<file path="src/rtl/alu_multicycle.sv">
// rtl/alu_multicycle.sv - execute-stage ALU with valid/ready handshake and iterative shift-add MUL
// Optional build macro: ALU_MUL_EARLY_EXIT_EN (MUL leaves as soon as the multiplier is exhausted).

`ifndef ADD_FUNCT3
`define ADD_FUNCT3 3'b000
`endif
`ifndef SUB_FUNCT3
`define SUB_FUNCT3 3'b001
`endif
`ifndef AND_FUNCT3
`define AND_FUNCT3 3'b010
`endif
`ifndef OR_FUNCT3
`define OR_FUNCT3  3'b011
`endif
`ifndef SLT_FUNCT3
`define SLT_FUNCT3 3'b100
`endif
`ifndef SGT_FUNCT3
`define SGT_FUNCT3 3'b101
`endif
`ifndef SLL_FUNCT3
`define SLL_FUNCT3 3'b110
`endif
`ifndef MUL_FUNCT3
`define MUL_FUNCT3 3'b111
`endif

module alu_multicycle #(
    parameter int WIDTH = 32
) (
    input  logic             clk,
    input  logic             reset,
    input  logic             in_valid,
    output logic             in_ready,
    input  logic [2:0]       ALUControl,
    input  logic [WIDTH-1:0] SrcA,
    input  logic [WIDTH-1:0] SrcB,
    output logic             out_valid,
    input  logic             out_ready,
    output logic [WIDTH-1:0] ALUResult,
    output logic             Zero,
    output logic             busy
);

    localparam int SHW = $clog2(WIDTH);
    localparam int CW  = SHW + 1;
    localparam logic [CW-1:0] CNT_LAST = CW'(WIDTH);

    typedef enum logic [1:0] {S_IDLE, S_MUL, S_DONE} state_t;

    state_t           state_q;
    logic [WIDTH-1:0] acc_q, mcand_q, mplier_q, result_q;
    logic [CW-1:0]    cnt_q;
    logic             zero_q, out_valid_q, busy_q;

    logic [WIDTH-1:0] op_res_d, acc_d;
    logic [CW-1:0]    cnt_d;
    logic             mul_last, accept;

    assign in_ready  = (state_q == S_IDLE) || ((state_q == S_DONE) && out_ready);
    assign accept    = in_valid && in_ready;
    assign out_valid = out_valid_q;
    assign ALUResult = result_q;
    assign Zero      = zero_q;
    assign busy      = busy_q;

    always_comb begin
        op_res_d = '0;
        case (ALUControl)
            `ADD_FUNCT3: op_res_d = SrcA + SrcB;
            `SUB_FUNCT3: op_res_d = SrcA - SrcB;
            `AND_FUNCT3: op_res_d = SrcA & SrcB;
            `OR_FUNCT3:  op_res_d = SrcA | SrcB;
            `SLT_FUNCT3: op_res_d = {{(WIDTH-1){1'b0}}, ($signed(SrcA) < $signed(SrcB))};
            `SGT_FUNCT3: op_res_d = {{(WIDTH-1){1'b0}}, ($signed(SrcA) > $signed(SrcB))};
            `SLL_FUNCT3: op_res_d = SrcA << SrcB[SHW-1:0];
            default:     op_res_d = '0;
        endcase
    end

    // One shift-add step per MUL cycle; mul_last marks the step that finishes the product.
    always_comb begin
        acc_d = acc_q + (mplier_q[0] ? mcand_q : '0);
        cnt_d = cnt_q + 1'b1;
`ifdef ALU_MUL_EARLY_EXIT_EN
        mul_last = (cnt_d == CNT_LAST) || ((mplier_q >> 1) == '0);
`else
        mul_last = (cnt_d == CNT_LAST);
`endif
    end

    always_ff @(posedge clk or posedge reset) begin
        if (reset) begin
            state_q     <= S_IDLE;
            acc_q       <= '0;
            mcand_q     <= '0;
            mplier_q    <= '0;
            cnt_q       <= '0;
            result_q    <= '0;
            zero_q      <= 1'b0;
            out_valid_q <= 1'b0;
            busy_q      <= 1'b0;
        end else begin
            case (state_q)
                S_MUL: begin
                    acc_q    <= acc_d;
                    mcand_q  <= mcand_q << 1;
                    mplier_q <= mplier_q >> 1;
                    cnt_q    <= cnt_d;
                    if (mul_last) begin
                        state_q     <= S_DONE;
                        result_q    <= acc_d;
                        zero_q      <= (acc_d == '0);
                        out_valid_q <= 1'b1;
                        busy_q      <= 1'b0;
                    end
                end
                default: begin
                    // Hand-off first; a simultaneous accept below overrides it (back-to-back).
                    if ((state_q == S_DONE) && out_ready) begin
                        state_q     <= S_IDLE;
                        out_valid_q <= 1'b0;
                    end
                    if (accept) begin
                        if (ALUControl == `MUL_FUNCT3) begin
                            state_q     <= S_MUL;
                            acc_q       <= '0;
                            mcand_q     <= SrcA;
                            mplier_q    <= SrcB;
                            cnt_q       <= '0;
                            busy_q      <= 1'b1;
                            out_valid_q <= 1'b0;
                        end else begin
                            state_q     <= S_DONE;
                            result_q    <= op_res_d;
                            zero_q      <= (op_res_d == '0);
                            out_valid_q <= 1'b1;
                        end
                    end
                end
            endcase
        end
    end

endmodule

</file>
<file path="config.mk">
export PLATFORM = sky130hd
export DESIGN_NAME = alu_multicycle
export DESIGN_NICKNAME = d
export VERILOG_FILES = /design/src/rtl/alu_multicycle.sv
export SDC_FILE = /design/constraint.sdc
export NUM_CORES = 1
export LEC_CHECK = 0
export CORE_ASPECT_RATIO = 2
export CORE_UTILIZATION = 40
export CTS_CLUSTER_SIZE = 28
export DETAILED_ROUTE_END_ITERATION = 12
export PLACE_DENSITY = 0.61
export RECOVER_POWER = 50
export SYNTH_ARGS = -nofsm -noshare
export SYNTH_HDL_FRONTEND = slang
export SYNTH_SLANG_ARGS = --single-unit
</file>
<file path="constraint.sdc">
create_clock -name clk -period 4.4 [get_ports clk]
set_input_delay 0.66 -clock clk [delete_from_list [all_inputs] [get_ports clk]]
set_output_delay 0.66 -clock clk [all_outputs]
set_load 0.05 [all_outputs]
</file>
==> key figures <==
Logic synthesis
  – Yosys reg bits: ~140
  – Yosys warns: 0
  – Syn_nets: 2134
  – Synthesized instance count: between 1.5k and 2k
  – Avg Cell Area, Syn: between 7 and 8 um^2
  – Ys async rst share: between 90% and 100%
  – Cell Area, Synth: between 10000 and 15000 um^2
  – Post-synth EDFFs: 0
  – Synth Flop Type: dfrtp_1
  – Sequential-to-total area share from yosys stat: between 20% and 30%
  – Post-synthesis cell type count: 95

Place
  – GP Congestion: 1.00
  – DPL Wire Length: between 50000 and 60000 um
  – IO Port Bufs: around 110
  – Placed cell area: about 19000 um^2
  – Placed Cells: roughly 2.7k

CTS
  – CTS tree: yes
  – CTS Buf Count: 17
  – # hold bufs at CTS: 0
  – Clk pin slew, worst setup/hold paths: ~0.060 ns
  – H-tree levels: 4
  – Clock root cell: clkbuf_16
  – CTS max path bufs: 2
  – # clock sinks: around 140
  – Worst-Skew Late Latency: 0.44 ns

Worst hold path
  – Hold EP: ALUResult[17]
  – WHS Path Cells: 2
  – Hold_sp: ALUResult[17]
  – Hold Path Class: reg2reg

Layout
  – Storage element area: around 3500 um^2
  – Final instance area: around 20000 um^2
  – Share of cells above drive strength 1: roughly a fifth
  – Area Growth Syn to Fin: 32.1%
  – Ant diodes: 0
  – Multi-input gate area: around 11000 um^2
  – Final instance count without filler cells: ~2.8k
  – # fillers: around 3.6k
  – Final net count: 2513

Global routing
  – Vias in the first global route: approximately 17k
  – Total grt overflow: 0
  – Gr usage total: about a third
  – Initial antenna violation count: 0
  – First-pass GRT wire length: between 90000 and 100000 um
  – Largest net degree at the start of global routing: between 100 and 150

Routing
  – DRC errors left: 0
  – Initial DRC Count: about 940
  – Via count: ~16k
  – First drt pass iteration count: 6
  – Avg WL per Cell: approximately 23 um
  – Final WL: ~63000 um
  – Via-to-Cell Ratio: ~6
  – Antenna-violating nets left: 0

Setup path
  – Reg2Reg Setup Slack: 0.16 ns
  – Setup Crit Path Kind: in2reg
  – R2r endpoint: Zero
  – WP data required: about 4.7 ns
  – Startpoint Class: input port
  – Setup crit start: SrcA[0]
  – Worst Path Max Fanout: 4
  – Reg-to-reg startpoint: mplier_q[0]
  – CP Capture Type: flip-flop
  – Arrival @ worst endpoint: between 4 and 5 ns
  – Reg2reg path depth: 16

Timing
  – Final Max Slew Viols: roughly 190
  – Max Fclk: 234 MHz
  – Max_slew headroom: -58.1%
  – Tmin final: roughly 4.3 ns
  – Final worst-path cycle share: around 97%
  – Final Hold Fails: 0
  – Final setup fails: 0
  – Total negative slack: 0 ns
  – Final Skew: around 0.019 ns
  – Actual slew at the worst max-slew pin: roughly 2.4 ns

Die
  – Core area: ~36000 um^2
  – Die area: 37700 um^2
  – Die Ht: 274 um
  – Initial Util: between 40 and 50%
  – I/O pins: ~110
  – Die width: approximately 140 um
  – Cell row count: 99

Power and ir drop
  – Power Dens Cells: roughly 230 nW/um^2
  – Leakage: roughly 9.3 nW
  – Peak supply drop: between 0.2 and 0.3 mV

Status
  – Status: finished, violations left
  – Failing checks: capacitance limit, slew limit

Run
  – # Max-Cap Violations: 2
-- logic make-up after synthesis --
kind of cell | count (synthesis) | synth area share [%]
DFF | 138 | 23.4
adders and majority gates | 139 | 11.9
buffers and inverters | 219 | 5.84
xor gates and xnor gates | 52 | 3.09
and+or+nand+nor | 688 | 21.1
AOI/OAI and AO/OA | 611 | 27.7
muxes | 77 | 6.87
-- layout make-up --
cell class,count,share of cell area (%)
inverter,98,1.91
clock inverter,12,0.713
timing repair buffer,481,20.3
clock buffer,20,2.29
multi-input combinational,1567,54.2
tap,454,2.92
sequential,138,17.7
-- critical path: stages --
cell             delay, ns
clkdlybuf4s50_1       0.46
inv_1                 0.10
ha_1                  0.17
inv_1                 0.06
fa_1                  0.37
and2b_1               0.21
o21ai_2               0.20
a31o_1                0.17
nand3_1               0.14
or2_2                 0.38
and4_1                0.22
o21ai_2               0.15
mux2i_2               0.43
a31oi_4               0.20
and4_1                0.20
and4_1                0.20
a221o_1               0.27
-- cells in the mapped netlist (10+ instances only) --
cell type    n  area (um^2)
o31ai_1     10         75.1
buf_2       20          100
nand3_1     39          195
o211ai_1    25          188
mux4_2      18          405
xnor2_1     33          289
nor3_1      29          145
and3_1      11         68.8
nand2b_1    17          106
xor2_1      19          166
a211oi_1    40          300
dfrtp_1    138         3450
a21o_1      31          233
a21oi_1    142          711
mux2_2      13          146
mux2i_1     45          450
clkbuf_1    89          334
nand2_1    333         1250
and2_1      36          225
o22ai_1     43          269
a31oi_1     13         81.3
a221oi_1    11         96.3
nor2_1     135          507
a22oi_1     64          480
nor2b_1     17          106
nand4_1     17          106
o21ai_0    116          581
nor4_1      13         81.3
ha_1       136         1700
inv_1       94          353
o21ai_1     11         55.1
o21bai_1    13         97.6
-- stage by stage --
step / utilization [%] / total power [mW] / hold slack (ns) / setup slack [ns]
after floorplan: - / 2.11 / 0.446 / 0.0415
after global placement: 51.7 / 2.95 / 0.454 / -0.518
after detailed placement: 51.7 / 2.95 / 0.456 / -0.553
after CTS: 53.4 / 4.47 / 0.469 / 0.0319
after global routing: 53.5 / 4.65 / 0.492 / -0.0107
final: 53.5 / 4.47 / 0.456 / 0.122
-- cells in the final DEF, fill, tap and decap left out, types with 10 or more instances in the layout --
master and count:
a211oi_1 37, a21o_1 31, a21oi_1 141, a221oi_1 11
a22oi_1 64, a31oi_1 12, and2_1 36, and3_1 11
buf_4 366, clkbuf_16 17, clkdlybuf4s50_1 93, dfrtp_1 138
dlygate4sd3_1 11, ha_1 136, inv_1 93, mux2_2 13
mux2i_1 44, mux4_2 18, nand2_1 333, nand2b_1 16
nand3_1 39, nand4_1 17, nor2_1 134, nor2b_1 16
nor3_1 28, nor4_1 12, o211ai_1 25, o21ai_0 116
o21bai_1 13, o22ai_1 43, o31ai_1 10, xnor2_1 32
xor2_1 19
-- state kept, by name, summed over array words and instances (netlist names) --
register,flops
ALUResult,32
Zero,1
acc_q,32
busy,1
cnt_q,6
mcand_q,32
mplier_q,32
state_q,2
-- routing by layer --
metal	vias up	GRT usage [%]	share of wire (%)
met5	-	0	0
met4	0	21.3	7.1
met3	205	3.76	4.0
met2	558	64.2	53
met1	7869	35.7	36
li1	7726	-	-
-- how the worst max path moves through the flow --
stage,end,slack (ns),cells after the start
after global placement,Zero,-0.52,17
after floorplan,ALUResult[0],0.04,1
after detailed placement,Zero,-0.55,17
after CTS,Zero,0.03,17
final,Zero,0.12,17
after global routing,Zero,-0.01,15
-- repair_timing --
action | CTS | global route
pin swaps | 1 | 1
endpoints found under the setup margin | 1 | 1
setup buffers | 2 | 0
gates resized for setup | 2 | 19
hold endpoints to repair | 0 | 0
-- power breakdown --
part           switching [mW]  internal [mW]  total, mW
Sequential            0.00913           1.28       1.29
Clock                   0.641          0.859       1.50
Combinational           0.941          0.739       1.68
No activity file was read; power rests on OpenSTA's default activity.
